File: src/rtl/spi_reg_bank_if.sv
// SPI slave <-> register bank handshake bundle.
// master: driven by the SPI slave side; slave: the register bank.
interface spi_reg_bank_if #(
  parameter int unsigned ADDR_W = 7,
  parameter int unsigned DATA_W = 24
);
  logic [ADDR_W-1:0] spi_addr;
  logic              spi_addr_rdy;
  logic              spi_rw;
  logic [DATA_W-1:0] spi_wdata;
  logic              spi_data_rdy;
  logic [DATA_W-1:0] spi_rdata;

  modport master (
    output spi_addr, spi_addr_rdy, spi_rw, spi_wdata, spi_data_rdy,
    input  spi_rdata
  );

  modport slave (
    input  spi_addr, spi_addr_rdy, spi_rw, spi_wdata, spi_data_rdy,
    output spi_rdata
  );
endinterface

File: src/rtl/spi_reg_bank.sv
// Register bank behind the SPI slave: strobe synchronisation, address decode,
// R/W control registers, status/ID/error-count readback, self-clearing CMD
// register and stretched soft reset.
// Optional macro SPI_REG_WRLOCK_EN adds a write-lock register at all-ones-2.
module spi_reg_bank #(
  parameter int unsigned       ADDR_W      = 7,
  parameter int unsigned       DATA_W      = 24,
  parameter int unsigned       NUM_REGS    = 8,
  parameter logic [DATA_W-1:0] DEVICE_ID   = 24'hF0CCAB,
  parameter logic [DATA_W-1:0] REG_RST_VAL = '0,
  parameter int unsigned       RST_CYCLES  = 4
) (
  input  logic                       clk,
  input  logic                       rst,
  spi_reg_bank_if.slave              bus,
  input  logic [DATA_W-1:0]          status_in,
  output logic [NUM_REGS*DATA_W-1:0] regs_flat,
  output logic [NUM_REGS-1:0]        wr_stb,
  output logic [DATA_W-1:0]          cmd_pulse,
  output logic                       soft_rst
);

  localparam logic [ADDR_W-1:0] A_CMD    = '0;
  localparam logic [ADDR_W-1:0] A_STATUS = ADDR_W'(1);
  localparam logic [ADDR_W-1:0] A_ID     = '1;
  localparam logic [ADDR_W-1:0] A_ERR    = A_ID - ADDR_W'(1);
`ifdef SPI_REG_WRLOCK_EN
  localparam logic [ADDR_W-1:0] A_LOCK   = A_ID - ADDR_W'(2);
`endif
  localparam int unsigned CNT_W = $clog2(RST_CYCLES + 1);

  logic [1:0]        a_sync_q, d_sync_q;
  logic              a_prev_q, d_prev_q;
  logic              a_edge_q, d_edge_q;

  logic [DATA_W-1:0] regs_q [NUM_REGS];
  logic [DATA_W-1:0] regs_d [NUM_REGS];
  logic [DATA_W-1:0] rdata_q, rdata_d;
  logic [NUM_REGS-1:0] wr_stb_q, wr_stb_d;
  logic [DATA_W-1:0] cmd_q, cmd_d;
  logic [7:0]        err_q, err_d;
  logic [CNT_W-1:0]  cnt_q, cnt_d;
  logic              soft_rst_q;
  logic              wr_locked;
`ifdef SPI_REG_WRLOCK_EN
  logic              lock_q, lock_d;
  assign wr_locked = lock_q;
`else
  assign wr_locked = 1'b0;
`endif

  logic [31:0] addr_u;
  logic        hit_cmd, hit_stat, hit_err, hit_id, hit_rw, hit_lock;
  logic        blocked, err_inc;

  assign addr_u   = 32'(bus.spi_addr);
  assign hit_cmd  = (bus.spi_addr == A_CMD);
  assign hit_stat = (bus.spi_addr == A_STATUS);
  assign hit_err  = (bus.spi_addr == A_ERR);
  assign hit_id   = (bus.spi_addr == A_ID);
  assign hit_rw   = (addr_u >= 32'd2) && (addr_u < NUM_REGS + 2);
`ifdef SPI_REG_WRLOCK_EN
  assign hit_lock = (bus.spi_addr == A_LOCK);
`else
  assign hit_lock = 1'b0;
`endif

  // Soft reset covers the cycle the counter is loaded through the last high cycle.
  assign blocked = (cnt_q != '0) | soft_rst_q;

  // Two-flop synchronisers plus registered rising-edge pulses.
  always_ff @(posedge clk or posedge rst) begin
    if (rst) begin
      a_sync_q <= '0;
      d_sync_q <= '0;
      a_prev_q <= 1'b0;
      d_prev_q <= 1'b0;
      a_edge_q <= 1'b0;
      d_edge_q <= 1'b0;
    end else begin
      a_sync_q <= {a_sync_q[0], bus.spi_addr_rdy};
      d_sync_q <= {d_sync_q[0], bus.spi_data_rdy};
      a_prev_q <= a_sync_q[1];
      d_prev_q <= d_sync_q[1];
      a_edge_q <= a_sync_q[1] & ~a_prev_q;
      d_edge_q <= d_sync_q[1] & ~d_prev_q;
    end
  end

  // Decode, read mux, write/strobe/error/soft-reset next-state logic.
  always_comb begin
    regs_d   = regs_q;
    rdata_d  = rdata_q;
    wr_stb_d = '0;
    cmd_d    = '0;
    err_d    = err_q;
    cnt_d    = cnt_q;
    err_inc  = 1'b0;
`ifdef SPI_REG_WRLOCK_EN
    lock_d   = lock_q;
`endif
    if (cnt_q != '0) cnt_d = cnt_q - CNT_W'(1);

    if (a_edge_q) begin
      if (hit_cmd)       rdata_d = '0;
      else if (hit_stat) rdata_d = status_in;
      else if (hit_rw) begin
        for (int unsigned k = 0; k < NUM_REGS; k++)
          if (addr_u == k + 2) rdata_d = regs_q[k];
      end
      else if (hit_err)  rdata_d = DATA_W'(err_q);
      else if (hit_id)   rdata_d = DEVICE_ID;
`ifdef SPI_REG_WRLOCK_EN
      else if (hit_lock) rdata_d = DATA_W'(lock_q);
`endif
      else begin
        rdata_d = '0;
        err_inc = 1'b1;
      end
    end

    if (d_edge_q && !bus.spi_rw) begin
      // CMD stays live during soft reset so bit0 can restart the count.
      if (hit_cmd) begin
        cmd_d = bus.spi_wdata;
        if (bus.spi_wdata[0]) cnt_d = CNT_W'(RST_CYCLES);
      end else if (hit_rw) begin
        if (wr_locked) err_inc = 1'b1;
        else begin
          for (int unsigned k = 0; k < NUM_REGS; k++)
            if (addr_u == k + 2) begin
              regs_d[k]   = bus.spi_wdata;
              wr_stb_d[k] = 1'b1;
            end
        end
      end else if (hit_stat || hit_err || hit_id) begin
        err_inc = 1'b1;
      end
`ifdef SPI_REG_WRLOCK_EN
      else if (hit_lock && !blocked) begin
        lock_d = (bus.spi_wdata[7:0] != 8'hA5);
      end
`endif
    end

    if (err_inc && err_q != 8'hFF) err_d = err_q + 8'd1;

    if (blocked) begin
      for (int unsigned k = 0; k < NUM_REGS; k++) regs_d[k] = REG_RST_VAL;
      wr_stb_d = '0;
      err_d    = '0;
    end
  end

  // Architectural state and registered outputs.
  always_ff @(posedge clk or posedge rst) begin
    if (rst) begin
      for (int unsigned k = 0; k < NUM_REGS; k++) regs_q[k] <= REG_RST_VAL;
      rdata_q    <= '0;
      wr_stb_q   <= '0;
      cmd_q      <= '0;
      err_q      <= '0;
      cnt_q      <= '0;
      soft_rst_q <= 1'b0;
`ifdef SPI_REG_WRLOCK_EN
      lock_q     <= 1'b1;
`endif
    end else begin
      regs_q     <= regs_d;
      rdata_q    <= rdata_d;
      wr_stb_q   <= wr_stb_d;
      cmd_q      <= cmd_d;
      err_q      <= err_d;
      cnt_q      <= cnt_d;
      soft_rst_q <= (cnt_q != '0);
`ifdef SPI_REG_WRLOCK_EN
      lock_q     <= lock_d;
`endif
    end
  end

  // Flatten the register array onto the output bus.
  always_comb begin
    regs_flat = '0;
    for (int unsigned k = 0; k < NUM_REGS; k++)
      regs_flat[k*DATA_W +: DATA_W] = regs_q[k];
  end

  assign bus.spi_rdata = rdata_q;
  assign wr_stb        = wr_stb_q;
  assign cmd_pulse     = cmd_q;
  assign soft_rst      = soft_rst_q;

endmodule

File: src/flat_wrapper.sv
// flat-port wrapper written by rule: the top's interface ports become plain ports
module spi_reg_bank_flat 
#(
  parameter int unsigned       ADDR_W      = 7,
  parameter int unsigned       DATA_W      = 24,
  parameter int unsigned       NUM_REGS    = 8,
  parameter logic [DATA_W-1:0] DEVICE_ID   = 24'hF0CCAB,
  parameter logic [DATA_W-1:0] REG_RST_VAL = '0,
  parameter int unsigned       RST_CYCLES  = 4
)
  (clk, rst, status_in, regs_flat, wr_stb, cmd_pulse, soft_rst, bus_spi_addr, bus_spi_addr_rdy, bus_spi_rw, bus_spi_wdata, bus_spi_data_rdy, bus_spi_rdata);
  spi_reg_bank_if #(.ADDR_W(ADDR_W), .DATA_W(DATA_W)) bus_i ();
  input  logic clk;
  input  logic rst;
  input  logic [DATA_W-1:0] status_in;
  output logic [NUM_REGS*DATA_W-1:0] regs_flat;
  output logic [NUM_REGS-1:0] wr_stb;
  output logic [DATA_W-1:0] cmd_pulse;
  output logic soft_rst;
  input wire logic [$bits(bus_i.spi_addr)-1:0] bus_spi_addr;
  input wire logic [$bits(bus_i.spi_addr_rdy)-1:0] bus_spi_addr_rdy;
  input wire logic [$bits(bus_i.spi_rw)-1:0] bus_spi_rw;
  input wire logic [$bits(bus_i.spi_wdata)-1:0] bus_spi_wdata;
  input wire logic [$bits(bus_i.spi_data_rdy)-1:0] bus_spi_data_rdy;
  output wire logic [$bits(bus_i.spi_rdata)-1:0] bus_spi_rdata;
  assign bus_i.spi_addr = bus_spi_addr;
  assign bus_i.spi_addr_rdy = bus_spi_addr_rdy;
  assign bus_i.spi_rw = bus_spi_rw;
  assign bus_i.spi_wdata = bus_spi_wdata;
  assign bus_i.spi_data_rdy = bus_spi_data_rdy;
  assign bus_spi_rdata = bus_i.spi_rdata;
  spi_reg_bank #(.ADDR_W(ADDR_W), .DATA_W(DATA_W), .NUM_REGS(NUM_REGS), .DEVICE_ID(DEVICE_ID), .REG_RST_VAL(REG_RST_VAL), .RST_CYCLES(RST_CYCLES)) u_core (.clk(clk), .rst(rst), .bus(bus_i), .status_in(status_in), .regs_flat(regs_flat), .wr_stb(wr_stb), .cmd_pulse(cmd_pulse), .soft_rst(soft_rst));
endmodule
File: config.mk
export PLATFORM = sky130hd
export DESIGN_NAME = spi_reg_bank_flat
export DESIGN_NICKNAME = d
export VERILOG_FILES = /design/src/rtl/spi_reg_bank_if.sv /design/src/rtl/spi_reg_bank.sv /design/src/flat_wrapper.sv
export SDC_FILE = /design/constraint.sdc
export NUM_CORES = 1
export LEC_CHECK = 0
export ABC_AREA = 0
export CAP_MARGIN = 20
export CELL_PAD_IN_SITES_DETAIL_PLACEMENT = 1
export CELL_PAD_IN_SITES_GLOBAL_PLACEMENT = 1
export CORE_MARGIN = 4
export CORE_UTILIZATION = 34
export CTS_BUF_LIST = sky130_fd_sc_hd__clkbuf_4
export DETAILED_ROUTE_END_ITERATION = 16
export PLACE_DENSITY = 0.84
export SYNTH_ARGS = -nofsm -noshare
export SYNTH_HDL_FRONTEND = slang
export SYNTH_SLANG_ARGS = --single-unit
File: constraint.sdc
create_clock -name clk -period 9.3 [get_ports clk]
set_input_delay 1.395 -clock clk [delete_from_list [all_inputs] [get_ports clk]]
set_output_delay 1.395 -clock clk [all_outputs]
set_load 0.02 [all_outputs]
; Word-level counts from Yosys, hierarchy flattened
; Index checks and enable logic that the tools add are counted.
[totals]
latch_bits = 0
n_memories = 0
output_inout_bits = 249
inputBits = 60
elab_cells = 126
rom_bits = 0
ff_bits = 268
ramBits = 0
[op_classes]
n_div = 0
magnitude_cmp = 2
n_mux = 55
shift = 0
addsub = 2
n_bitwise = 5
n_mul = 0
n_eq_ne = 14
n_reduce_logical = 28
[ops]
columns = op, count
row1 = $mux 192, 4
row2 = $mux 24, 23
row3 = $mux 8, 6
row4 = $reduce_and 4->1, 8
row5 = $eq 7x3->1 const B, 4
row6 = $reduce_bool 2->1, 11
row7 = $mux 1, 18
row8 = $eq 7x2->1 const B, 2
row9 = $eq 7x4->1 const B, 2
row10 = $eq 7x7->1 const B, 2
row11 = $mux 3, 4
row12 = $ne 11x9->1 const B, 1
row13 = $add 8x1->8 const B, 1
row14 = $ne 8x8->1 const B, 1
row15 = $eq 7x1->1 const B, 1
row16 = $ge 7x2->1 const B, 1
row17 = $logic_not 7->1, 1
row18 = $lt 7x4->1 const B, 1
row19 = $logic_and 1x1->1, 3
row20 = $reduce_bool 3->1, 1
row21 = $sub 3x1->3 const B, 1
row22 = $and 1x1->1, 2
row23 = $logic_or 1x1->1, 2
row24 = $ne 2x2->1 const B, 1
row25 = 4 further kinds, 5

; Depth between registers and ports, before layout
[logic_depth]
ltp_word = 14
depth_mapped = 12
ltp_nobuf = 7

; Worst setup path after synthesis
; OpenSTA, ideal clock, no wires.
[synth_path]
kind = input -> register
from = input bus_spi_addr[5]
to = register u_core.err_q[4]
path_stages = 7
n_path_buf = 1
setup_ps = 66
path_slack_ps = 5964
required_time_ps = 9234
arrival_time_ps = 3270
path_cell_list = or3_4 -> or4_4 -> a21o_1 -> a21o_1 -> buf_6 -> or4_1 -> nand2_1
[synth_between]
elab_chain_cells = 13
elab_cells_between_ends = 21
cone_classes = 2 x order compare / 3 x eq/ne / 10 x mux / 6 x reduce/logical
[synth_rtl]
columns = item, line
row1 = "start, declared", flat_wrapper.sv:20  ; input wire logic [$bits(bus_i.spi_addr)-1:0] bus_spi_addr;
row2 = branches (longest 10 deep; another with $ge 7x2->1), n/a
row3 = $mux 1 *, spi_reg_bank.sv:122  ; if (d_edge_q && !bus.spi_rw) begin
row4 = $logic_and 1x1->1 *, spi_reg_bank.sv:146  ; if (err_inc && err_q != 8'hFF) err_d = err_q + 8'd1;
row5 = $reduce_bool 2->1 (no line) *, n/a
row6 = "end signal, assigned", spi_reg_bank.sv:173  ; err_q <= err_d;
row7 = "end, declared", spi_reg_bank.sv:41  ; logic [7:0] err_q, err_d;
; Mark *: on every way between the ends.
; A chain may end at the register's enable or synchronous reset.

; Final worst setup path
[layout_path]
from = input bus_spi_addr[3]
to = register u_core.rdata_q[7], in the netlist u_core.bus.spi_rdata[7]
[layout_between]
elab_chain_cells = 11
elab_cells_between_ends = 29
cone_classes = 2 x order compare / 12 x eq/ne / 12 x mux / 3 x reduce/logical
[layout_rtl]
columns = item, line
row1 = $eq 7x2->1, spi_reg_bank.sv:109  ; if (addr_u == k + 2) rdata_d = regs_q[k];
row2 = $mux 24 (7 in a row), spi_reg_bank.sv:109
row3 = $mux 24, spi_reg_bank.sv:107  ; else if (hit_rw) begin
row4 = $mux 24, spi_reg_bank.sv:106  ; else if (hit_stat) rdata_d = status_in;
row5 = $mux 24, spi_reg_bank.sv:105  ; if (hit_cmd) rdata_d = '0;
row6 = "end signal, assigned", spi_reg_bank.sv:170  ; rdata_q <= rdata_d;
row7 = "end, declared", spi_reg_bank.sv:38  ; logic [DATA_W-1:0] rdata_q, rdata_d;
; Several ways; a longest one is shown, not always the timed one.

==> results.md <==
- Status: finished, final reports clean
- Critical Path RT: just under 10 ns
- Synthesized flop and latch total: between 200 and 300
- Vias in the first global route: between 10k and 15k
- Congestion Overflow GR: 0
- Crit path DAT: between 4 and 5 ns
- Critical Path Sink Type: register
- Clock latency on the worst-skew pair: 0.68 ns
- Setup TNS: 0 ns
- Post-synth EDFFs: 0
- Hold Vio Cnt, Final: 0
- Die Ht: slightly below 200 um
- Final nets: about 1.6k
- FFs w/ async S/R, synth: 100%
- DRC: 0
- Post-DP HPWL: 35.9 mm
- Vias per cell: around 5.5
- Hold Path Class: register to register
- Switching share of power: 31.4%
- Max-cap violations: 0
- Layout cells sized above 1: 11.2%
- CP delay by family, top: simple AND/OR/NAND/NOR gates
- Worst path bufs/invs: 2
- GPL Wtd Cong: roughly 0.88
- CP dominant cell by count: a21oi_1
- Crit Path Category: primary input to register
- Core area: between 30000 and 40000 um2
- Top-count cell post-synth: dfrtp_1
- FP Rows: between 60 and 70
- Main synth FF type: dfrtp_1
- Worst-path clk slew: 0.06 ns
- Hold-fix buffers, CTS: 0
- Cells after DPL: 1910
- Syn Nets: ~1.3k
- Fin Clk Skew: 0.0271 ns
- Netlist Area Pre-Place: ~12000 um2
- Vias: approximately 11k
- Io pins: slightly above 300
- Initial antenna violation count: 3
- Fin cells: a little over 2k
- Die X: 193 um
- CTS buffer count: 74
- Total GRT Usage: about 25%
- Postcts setup bufs: 0
- Clk root buf: clkbuf_4
- Die area: approximately 37000 um2
- IO buf count: just over 300
- RSZ-0062 raised after global routing: no
- Max Root-Sink Buffers: 3
- Max Clk Rate: 245 MHz
- Synth warn: 0
- Slowest CP cell: nor3_2
- Antenna Nets Post-Route: 0
- Slew headroom: between 20% and 30%
- Yosys cell types: 51
- Worst Max-Slew Pin Slew: approximately 1.1 ns
- Most frequent cells after synthesis: 268 x dfrtp_1, 258 x nand2_1, 255 x o21ai_0, 75 x clkbuf_1, 64 x a21oi_1
- Comb pwr share: between 15 and 20%
- Setup crit start kind: primary input
- Worst-path fanout max: 22
- Post-Place Worst Slack: roughly 4.6 ns
- DRT Pass-1 Iters: 5
- Syn-to-layout area delta: 39.6%
- Max-slew violations: 0
- Seq/Total Area, Yosys: 57.4%
- Synth area leader: dfrtp_1
- Hold WS: between 0.3 and 0.4 ns
- Starting Density: between 30% and 40%
- DR iter-0 viols: 773
- Worst vdd ir: approximately 0.088 mV
- Largest net degree at the start of global routing: 140
- Final setup viols: 0
- WL final: between 40 and 50 mm
- Power consumption: just under 3 mW
- Internal power: 1.98 mW
- Critical-path cell list: clkdlybuf4s50_1 -> or4_1 -> buf_4 -> nor3_2 -> a21oi_1 -> a21oi_1 -> o31ai_1
- Lkg Pwr: slightly below 7 nW
- Wire per inst: approximately 24 um
- Clk pwr share: between 30% and 40%
- Fillers: a little under 4k
- Syn Inst Count: between 1k and 1.5k
- Synth top area share: between 50% and 60%
- Top cells by area, synth: dfrtp_1 57%, o21ai_0 11%, nand2_1 8.3%, a21oi_1 2.7%, clkbuf_1 2.4%
- Final worst-path setup slack: roughly 5.2 ns
- Pwr Density: around 180 nW/um2
- Proportion of power drawn by flip-flops and latches: a little under half
- CTS tree: built
- Fin crit share: 43.8%
- Number of gates resized after cts: 0
- Switching Power: 0.910 mW
- Num Clock Sinks: ~270
- Mean cell area of the mapped netlist: between 9 and 10 um2
- Min Tclk post-route: approximately 4.1 ns
- First-pass GRT wire length: ~74 mm
- H-tree levels: 3
- Max incr delay on CP: 0.77 ns
## registers in the layout, summed over array words and instances (netlist names), 2 cells and up
signal / cells
u_core.err_q: 8
u_core.wr_stb: 8
u_core.cmd_pulse: 24
u_core.a_sync_q: 2
u_core.regs_flat: 192
u_core.cnt_q: 3
u_core.bus.spi_rdata: 24
u_core.d_sync_q: 2
## stage by stage
step                instance area [um2]  util (%)
global route                      16300      48.4
finish                            16300      48.4
global placement                  15200      45.2
floorplan                         11700         -
CTS                               16100      47.8
detailed placement                15200      45.3
## cells in the final DEF, fill, tap and decap left out, types with 6 or more instances in the layout
master	Yosys	final
a21oi_1	64	58
a21oi_4	0	6
a221oi_1	15	15
and2_1	24	24
and3_1	8	8
buf_16	0	6
buf_4	0	17
clkbuf_4	0	109
clkdlybuf4s50_1	0	307
clkinv_1	1	11
dfrtp_1	268	268
mux2_2	17	17
mux2i_1	28	28
nand2_1	258	258
nand2b_1	6	6
nand3_1	24	24
nor2_1	42	41
nor3_1	15	13
o21ai_0	255	255
o221ai_1	13	13
o22a_1	8	8
o22ai_1	7	7
o31ai_1	7	7
## power by group through the flow
stage          sequential, mW  combinational (mW)  clock [mW]
2_1_floorplan            1.38               0.193           0
3_3_place_gp             1.32               0.520           0
3_5_place_dp             1.33               0.535           0
4_1_cts                  1.31               0.537        1.06
5_1_grt                  1.31               0.596        1.12
6_report                 1.31               0.557        1.03
## cell families (layout without fill, tap and decap cells)
kind of cell               after synthesis  after routing  synth area share, %
and+or+nand+nor                        411            411                 15.5
AOI/OAI and AO/OA                      399            399                 19.3
DFF                                    268            268                 57.4
buffers and inverters                   92            462                 3.10
muxes                                   46             46                 4.23
adders and majority gates                3              3                0.321
xor gates and xnor gates                 3              3                0.225
other                                    0              1                    0
## routing by layer
layer	routed length, um	track usage (%)
met1	21700	34.4
met2	22000	38.5
met3	3670	6.99
met4	1620	8.89
met5	13	0
## worst paths after layout
path,depth (start not counted),start,end,slack (ns)
max in group asynchronous,4,rst,u_core.regs_flat[180]$_DFFE_PP0P_,6.71
hold reg to reg,0,u_core.d_sync_q[0]$_DFF_PP0_,u_core.d_sync_q[1]$_DFF_PP0_,0.35
setup / recovery,7,bus_spi_addr[3],u_core.bus.spi_rdata[7]$_DFFE_PP0P_,5.22
setup reg to reg,5,u_core.a_edge_q$_DFF_PP0_,u_core.bus.spi_rdata[18]$_DFFE_PP0P_,6.09
min in group asynchronous,2,rst,u_core.a_sync_q[1]$_DFF_PP0_,1.30
hold / removal,0,u_core.d_sync_q[0]$_DFF_PP0_,u_core.d_sync_q[1]$_DFF_PP0_,0.35
## layout make-up
class / count / area [um2] / area share, %
inverters: 7 / 33.8 / 0.207
clock buffers: 109 / 818 / 5.02
repair buffers: 332 / 3400 / 20.8
multi-input cells: 862 / 4740 / 29.0
flip-flops and latches: 268 / 6710 / 41.1
clock inverters: 14 / 53.8 / 0.330
well taps: 448 / 561 / 3.44
diodes: 1 / 2.50 / 0.0153
(Power assumes the default switching activity.)
